**config.mk**
```make
export PLATFORM = sky130hd
export DESIGN_NAME = d_hazard_scoreboard
export DESIGN_NICKNAME = d
export VERILOG_FILES = /design/src/rtl/d_hazard_scoreboard.sv
export SDC_FILE = /design/constraint.sdc
export NUM_CORES = 1
export LEC_CHECK = 0
export BUFFER_PORTS_ARGS = -buffer_cell sky130_fd_sc_hd__buf_2
export CORE_ASPECT_RATIO = 0.5
export CORE_MARGIN = 5
export CORE_UTILIZATION = 50
export DETAILED_ROUTE_END_ITERATION = 10
export PLACE_DENSITY = 0.74
export SKIP_LAST_GASP = 1
export SLEW_MARGIN = 15
export SYNTH_ARGS = -nofsm -noshare
export SYNTH_HDL_FRONTEND = slang
export SYNTH_SLANG_ARGS = --single-unit
export TNS_END_PERCENT = 20
```
**constraint.sdc**
```tcl
create_clock -name clk -period 2.8 [get_ports clk]
set_clock_uncertainty 0.1 [all_clocks]
set_input_delay 0.56 -clock clk [delete_from_list [all_inputs] [get_ports clk]]
set_output_delay 0.56 -clock clk [all_outputs]
set_load 0.03 [all_outputs]
```
**src/rtl/d_hazard_scoreboard.sv**
```systemverilog
// rtl/d_hazard_scoreboard.sv - D-stage hazard scoreboard: stall, forwarding selects, mult/div busy tracking (optional HAZARD_STATS_EN adds stall_cnt)

module d_hazard_scoreboard #(
    parameter int NUM_STAGES = 3,
    parameter int MUL_LAT    = 5,
    parameter int DIV_LAT    = 10,
    parameter int CNT_W      = 4,
    parameter int SEL_W      = 2
) (
    input  logic             clk,
    input  logic             reset,
    input  logic             d_valid,
    input  logic [4:0]       d_rs,
    input  logic [4:0]       d_rt,
    input  logic [1:0]       d_rs_tuse,
    input  logic [1:0]       d_rt_tuse,
    input  logic [4:0]       d_wr_addr,
    input  logic [1:0]       d_tnew,
    input  logic             d_md_start,
    input  logic             d_md_div,
    input  logic             d_md_use,
    input  logic             flush,
    output logic             stall,
    output logic [SEL_W-1:0] fwd_rs_sel,
    output logic [SEL_W-1:0] fwd_rt_sel,
    output logic             md_busy
`ifdef HAZARD_STATS_EN
    ,
    output logic [31:0]      stall_cnt
`endif
);

    // Tuse encoding 3 marks an operand that is not read at all.
    localparam logic [1:0] TUSE_NONE = 2'd3;

    localparam logic [CNT_W-1:0] MUL_LOAD = CNT_W'(MUL_LAT);
    localparam logic [CNT_W-1:0] DIV_LOAD = CNT_W'(DIV_LAT);

    // Scoreboard entries: index 0 is the instruction now in E, the last index is W.
    logic       ent_valid [NUM_STAGES];
    logic [4:0] ent_addr  [NUM_STAGES];
    logic [1:0] ent_tnew  [NUM_STAGES];

    // Set while entry 0 holds a mult/div that has just started, so a HI/LO
    // reader right behind it stalls even before the busy counter is visible.
    logic md_e0;

    logic [CNT_W-1:0] busy_cnt;

    logic rs_hazard;
    logic rt_hazard;
    logic md_hazard;
    logic d_issue;
    logic md_launch;

    // Operand hazard search: any live producer whose result arrives too late for the reader.
    always_comb begin
        rs_hazard = 1'b0;
        rt_hazard = 1'b0;
        for (int k = 0; k < NUM_STAGES; k++) begin
            if (ent_valid[k] && (ent_addr[k] != 5'd0)) begin
                if ((d_rs_tuse != TUSE_NONE) && (ent_addr[k] == d_rs) &&
                    (ent_tnew[k] > d_rs_tuse)) begin
                    rs_hazard = 1'b1;
                end
                if ((d_rt_tuse != TUSE_NONE) && (ent_addr[k] == d_rt) &&
                    (ent_tnew[k] > d_rt_tuse)) begin
                    rt_hazard = 1'b1;
                end
            end
        end
    end

    // HI/LO readers wait for the mult/div unit, including the cycle a start sits in E.
    always_comb begin
        md_hazard = d_md_use && (md_busy || md_e0);
        stall     = d_valid && (rs_hazard || rt_hazard || md_hazard);
        d_issue   = d_valid && !stall;
        md_launch = d_issue && d_md_start;
    end

    // Forward select: scan oldest to youngest so the youngest ready match wins.
    always_comb begin
        fwd_rs_sel = '0;
        fwd_rt_sel = '0;
        for (int k = NUM_STAGES - 1; k >= 0; k--) begin
            if (ent_valid[k] && (ent_addr[k] != 5'd0) && (ent_tnew[k] == 2'd0)) begin
                if (ent_addr[k] == d_rs) begin
                    fwd_rs_sel = SEL_W'(k + 1);
                end
                if (ent_addr[k] == d_rt) begin
                    fwd_rt_sel = SEL_W'(k + 1);
                end
            end
        end
    end

    // Shift the scoreboard one stage per clock; D loads entry 0 or a bubble when stalled.
    always_ff @(posedge clk or negedge reset) begin
        if (!reset) begin
            for (int k = 0; k < NUM_STAGES; k++) begin
                ent_valid[k] <= 1'b0;
                ent_addr[k]  <= 5'd0;
                ent_tnew[k]  <= 2'd0;
            end
        end else begin
            for (int k = 1; k < NUM_STAGES; k++) begin
                ent_valid[k] <= ent_valid[k-1] && !flush;
                ent_addr[k]  <= ent_addr[k-1];
                ent_tnew[k]  <= (ent_tnew[k-1] == 2'd0) ? 2'd0 : ent_tnew[k-1] - 2'd1;
            end
            if (stall) begin
                ent_valid[0] <= 1'b0;
                ent_addr[0]  <= 5'd0;
                ent_tnew[0]  <= 2'd0;
            end else begin
                ent_valid[0] <= d_valid && (d_wr_addr != 5'd0) && !flush;
                ent_addr[0]  <= d_wr_addr;
                ent_tnew[0]  <= d_tnew;
            end
        end
    end

    // Entry-0 mult/div marker travels with the instruction it describes and dies on flush.
    always_ff @(posedge clk or negedge reset) begin
        if (!reset) begin
            md_e0 <= 1'b0;
        end else begin
            md_e0 <= md_launch && !flush;
        end
    end

    // Busy counter: load the unit latency on launch, then count down to zero.
    // Flush leaves it alone because the HI/LO unit keeps running regardless.
    always_ff @(posedge clk or negedge reset) begin
        if (!reset) begin
            busy_cnt <= '0;
        end else if (md_launch) begin
            busy_cnt <= d_md_div ? DIV_LOAD : MUL_LOAD;
        end else if (busy_cnt != '0) begin
            busy_cnt <= busy_cnt - 1'b1;
        end
    end

    assign md_busy = (busy_cnt != '0);

`ifdef HAZARD_STATS_EN
    // Saturating count of stalled cycles; only reset clears it.
    always_ff @(posedge clk or negedge reset) begin
        if (!reset) begin
            stall_cnt <= 32'd0;
        end else if (stall && (stall_cnt != 32'hFFFF_FFFF)) begin
            stall_cnt <= stall_cnt + 32'd1;
        end
    end
`endif

endmodule

```
== Word level (Yosys, flattened, before mapping) ==
Cells that the tools add are included.
Widths: inputs -> output; s select.

* $add $sub $neg: 3
* Multiply operators: 0
* Divide/modulo/power cells: 0
* $lt $le $gt $ge: 6
* Equal/unequal tests: 8
* Shift-type cells: 0
* Mux-type cells: 32
* Bitwise logic cells: 0
* Reductions and logical operators: 41

{| class="wikitable"
|+ Operators by type and width
! kind !! number
|-
| $eq 5x5->1 || 6
|-
| $mux 2 || 15
|-
| $logic_and 1x1->1 || 27
|-
| $reduce_bool 5->1 || 4
|-
| $mux 1 || 13
|-
| $gt 2x2->1 || 6
|-
| $mux 4 || 3
|-
| $logic_not 2->1 || 3
|-
| $mux 5 || 1
|-
| $ne 2x2->1 const B || 2
|-
| $reduce_bool 4->1 || 1
|-
| $sub 2x1->2 const B || 2
|-
| $sub 4x1->4 const B || 1
|-
| $logic_or 1x1->1 || 3
|-
| $logic_not 1->1 || 2
|-
| $reduce_bool 2->1 || 1
|}

* Flip-flop bits (word level): 29
* Bits in latches: 0
* RAM bits: 0
* Bits in read-only memories: 0
* Input bits: 28
* Output and inout bits: 6
* Word-level logic and storage cells: 101
* Memories kept: 0

== Depth between registers and ports, before layout ==
* Word-level depth: 16
* Mapped depth: 10
* Gate-level depth less buffers: 8

== Worst setup path before layout ==
OpenSTA, ideal clock, no wires.

* Path kind: register to output
* From: register busy_cnt[0]
* To: output stall
* Arrival time: 2304 ps
* Data required time: 2140 ps
* Path slack: -164 ps
* Stages on the path, launching flop included: 10
* Path buffers: 1
* Cell sequence: dfrtp_1 > inv_1 > ha_1 > or3b_1 > clkbuf_1 > o21ai_0 > and3_1 > a41oi_1 > o21ai_0 > inv_1

* Cells in the longest elaborated chain, start to end: 5

{| class="wikitable"
|+ Ends and longest elaborated chain
! what !! RTL line !! RTL
|-
| start: declaration || 48 || <nowiki>logic [CNT_W-1:0] busy_cnt;</nowiki>
|-
| start signal: assignment || 139 || <nowiki>busy_cnt <= d_md_div ? DIV_LOAD : MUL_LOAD;</nowiki>
|-
| start signal: assignment || 141 || <nowiki>busy_cnt <= busy_cnt - 1'b1;</nowiki>
|-
| $reduce_bool 4->1 || 145 || <nowiki>assign md_busy = (busy_cnt != '0);</nowiki>
|-
| via md_busy || 26 || <nowiki>output logic md_busy</nowiki>
|-
| $logic_or 1x1->1 || 76 || <nowiki>md_hazard = d_md_use && (md_busy || md_e0);</nowiki>
|-
| $logic_and 1x1->1 || 76 ||
|-
| $logic_or 1x1->1 || 77 || <nowiki>stall = d_valid && (rs_hazard || rt_hazard || md_hazard);</nowiki>
|-
| $logic_and 1x1->1 || 77 ||
|-
| end: declaration || 23 || <nowiki>output logic stall,</nowiki>
|}

The timed path passes the listed nets, and every way through them passes these cells.

== Worst setup path in the final report ==
* From: register ent_addr[12] (netlist name)
* To: output stall

* Cells in the longest elaborated chain, start to end: 12

{| class="wikitable"
|+ Ends and longest elaborated chain
! what !! RTL line !! RTL
|-
| start: declaration || 41 || <nowiki>logic [4:0] ent_addr [NUM_STAGES];</nowiki>
|-
| start signal: indexed assignment || 109 || <nowiki>ent_addr[k] <= ent_addr[k-1];</nowiki>
|-
| $eq 5x5->1, on equally long branches || 62, 66 ||
|-
| $logic_and 1x1->1, on equally long branches (2 in a row) || 62, 66 ||
|-
| $mux 1, on equally long branches || 62, 66 ||
|-
| $mux 1 || 61 || <nowiki>if (ent_valid[k] && (ent_addr[k] != 5'd0)) begin</nowiki>
|-
| $mux 1, on equally long branches || 62, 66 ||
|-
| $mux 1 || 61 ||
|-
| $mux 1, on equally long branches || 62, 66 ||
|-
| $mux 1 || 61 ||
|-
| $logic_or 1x1->1 * (2 in a row) || 77 ||
|-
| $logic_and 1x1->1 * || 77 ||
|}

Mark *: on every way between the ends. The rest lies on a longest branch, timed or not.

==> flow_summary.toml <==
[status]
status = "finished with violations"
violations = "negative setup slack"

[floorplanning]
die_width_um = 95.0
row_count = 15
die-area_um2 = 4990
die_h_um = 52.5
initial_core_util_pct = 52.4
ios = 34
core_area_um2 = 3450

[routing]
drt-vias-per-instance = 5.35
wl_met3_um = 354
wire_per_inst_um = 17.0
drt-total-wl_um = 5140
drc = 0
highest_layer = "met4"
dr_wl_met2_um = 2540
vias = 1622
drt_iter0_drc = 91
ant_nets = 0
drt_pass1_iterations = 5
wl_met1_um = 2120

[global_route]
grt_max_degree = 30
grt_pass1_wl_um = 7940
grt.total_usage_pct = 21.9
grt_pass1_vias = 1703
grt_overflow_total = 0
antenna_found_initial = 0

[sta]
setup-violations-final = 3
fin_crit_sh_pct = 103
maxSlewViolCount = 0
hold_viol = 0
rsz0062_at_grt = "yes"
fmax_ghz = 0.346
slew_headroom_pct = 58.7
fin_hold_ws_ns = 0.188
finalWorstSetupSlack_ns = -0.0887
worstMarginPinSlew_ns = 0.619
fin_crit_ns = 2.89

[logic_synthesis]
synth.distinct_cells = 36
syn_inst = 177
synth_top_area_share_pct = 40.1
synth_area_per_cell_um2 = 10.2
synth_area_leader_cell = "dfrtp_1"
syn_nets = 219
synth_area_leaders = "dfrtp_1, xnor2_1, ha_1, and2_1, nor2b_1"
synth_ff_type = "dfrtp_1"
synthTopCellsByCount = "dfrtp_1, xnor2_1, ha_1"
synthArstFlopShare_pct = 100
synth_edf_count = 0
yosysSeqAreaShare_pct = 40.1
ys_warn_count = 0
ys_seq_elements = 29
synth_area_um2 = 1810

[final_layout]
nFillCells = 238
final_util_pct = 74.5
diodes = 0
area_delta_synth_final_pct = 42.2
drive_gt1_share_pct = 42.1
nNetsFinal = 293

[placement]
hpwl_um = 3610
dp_slack_ns = -0.233
port_buffers = 33
place_congestion = 0.853

[pwr]
internal_power_mw = 1.17
p_seq_share_pct = 32.7
irDropWorstVdd_mv = 0.439
swShare_pct = 29.9
power_density_nw_per_um2 = 648
power_leakage_nw = 1.20
clock_power_share_pct = 30.8
p_comb_share_pct = 36.5
p_sw_uw = 499

[setup_path]
r2r_setup_slack_ns = 0.11
crit_type = "reg2out"
cp_data_arrival_time_ns = 2.23
cp_max_fo = 3
worst_path_max_delay_cell = "or4_4"
end_kind = "primary output"
cp.required_ns = 2.14
cp_cell_sequence = "or4_4 -> o211ai_4 -> nor3_1 -> a211o_1 -> o21ai_2 -> inv_2 -> buf_6"
crit_path_start_kind = "flip-flop"
max_stage_delay_ns = 0.55

[clock_tree]
path_clk_slew_ns = 0.06
cts_max_path_buffers = 2
cts_hold_buf = 0
cts_root_buf = "clkbuf_8"
clkLatencyLatePin_ns = 0.28
cts_made_buffers = 5
cts_tree = "done"
h-tree-depth = 2
clkSinkCount = 29

[run]
maxCapViolCount = 0

[hold_path]
hp-class = "in2async"
critical path, delay by kind of cell (launching register included):
kind	cells	cell delay, ns
compound gates	3	0.74
buf+inv	2	0.18
simple gates	2	0.64
flops	1	0.39
power groups by stage:
| stage | clock network, mW | registers (mW) | logic (mW) |
|---|---|---|---|
| after floorplan | 0 | 0.538 | 0.292 |
| after global placement | 0 | 0.540 | 0.474 |
| after detailed placement | 0 | 0.545 | 0.507 |
| after CTS | 0.518 | 0.541 | 0.552 |
| after global routing | 0.537 | 0.551 | 0.663 |
| final | 0.513 | 0.546 | 0.608 |
what timing repair did:
action	4_1_cts	5_1_grt
resized for setup	17	14
pin swaps	9	8
buffers inserted	7	3
endpoints found under the setup margin	1	2
layout by cell type, fill, tap and decap left out, drive strengths merged, types with 2 or more instances in the layout:
cell type	n
bufinv	2
and2	10
nor2	6
or3	2
nor3	8
a32o	2
inv	9
mux2i	2
o21ai	9
a21oi	2
ha	14
buf	69
nand2	11
or4	6
xor2	3
xnor2	29
clkbuf	5
a22oi	4
dfrtp	29
nand3	5
mux2	2
nor2b	9
logic make-up after synthesis:
kind of cell | Yosys count | synth area share [%]
adder cells (fa/ha/maj) | 14 | 9.69
flip-flops | 29 | 40.1
AO/OA/AOI/OAI | 24 | 9.90
buffers and inverters | 11 | 2.70
AND/OR/NAND/NOR | 63 | 19.3
XOR/XNOR | 32 | 15.5
multiplexers | 4 | 2.77
through the flow:
step	TNS [ns]	cells	area, um^2	total power [mW]
2_1_floorplan	0	177	1810	0.830
3_3_place_gp	-0.195	286	2220	1.01
3_5_place_dp	-0.233	286	2220	1.05
4_1_cts	-0.0542	300	2470	1.61
5_1_grt	-0.297	303	2570	1.75
6_report	-0.132	303	2570	1.67
final timing paths:
kind	start	to	cells after the start
setup / recovery	ent_addr[12]$_DFF_PN0_	stall	7
hold / removal	reset	ent_addr[12]$_DFF_PN0_	1
setup reg to reg	ent_addr[12]$_DFF_PN0_	busy_cnt[3]$_DFFE_PN0P_	7
hold reg to reg	ent_addr[14]$_DFF_PN0_	ent_addr[9]$_DFF_PN0_	0
max in group asynchronous	reset	ent_tnew[1]$_DFF_PN0_	1
min in group clk	d_tnew[1]	ent_tnew[5]$_DFF_PN0_	2
metal layers:
metal | GRT usage (%) | up-vias
li1 | - | 761
met1 | 25.4 | 764
met2 | 39.6 | 74
met3 | 4.88 | 23
met4 | 8.85 | 0
met5 | 0 | -
layout make-up:
type	count	area, um^2	area share [%]
sequential	29	727	28.3
clock buffer	5	68.8	2.68
inverter	9	33.8	1.31
tap	51	63.8	2.48
multi-input combinational	137	1170	45.4
clock inverter	3	65.1	2.53
timing repair buffer	69	445	17.3
flip-flops by register name (all words and copies together), names as in the netlist:
signal / cells
ent_valid: 3
ent_tnew: 6
md_e0: 1
ent_addr: 15
busy_cnt: 4
Note: power is estimated with default switching activity, not from simulation.
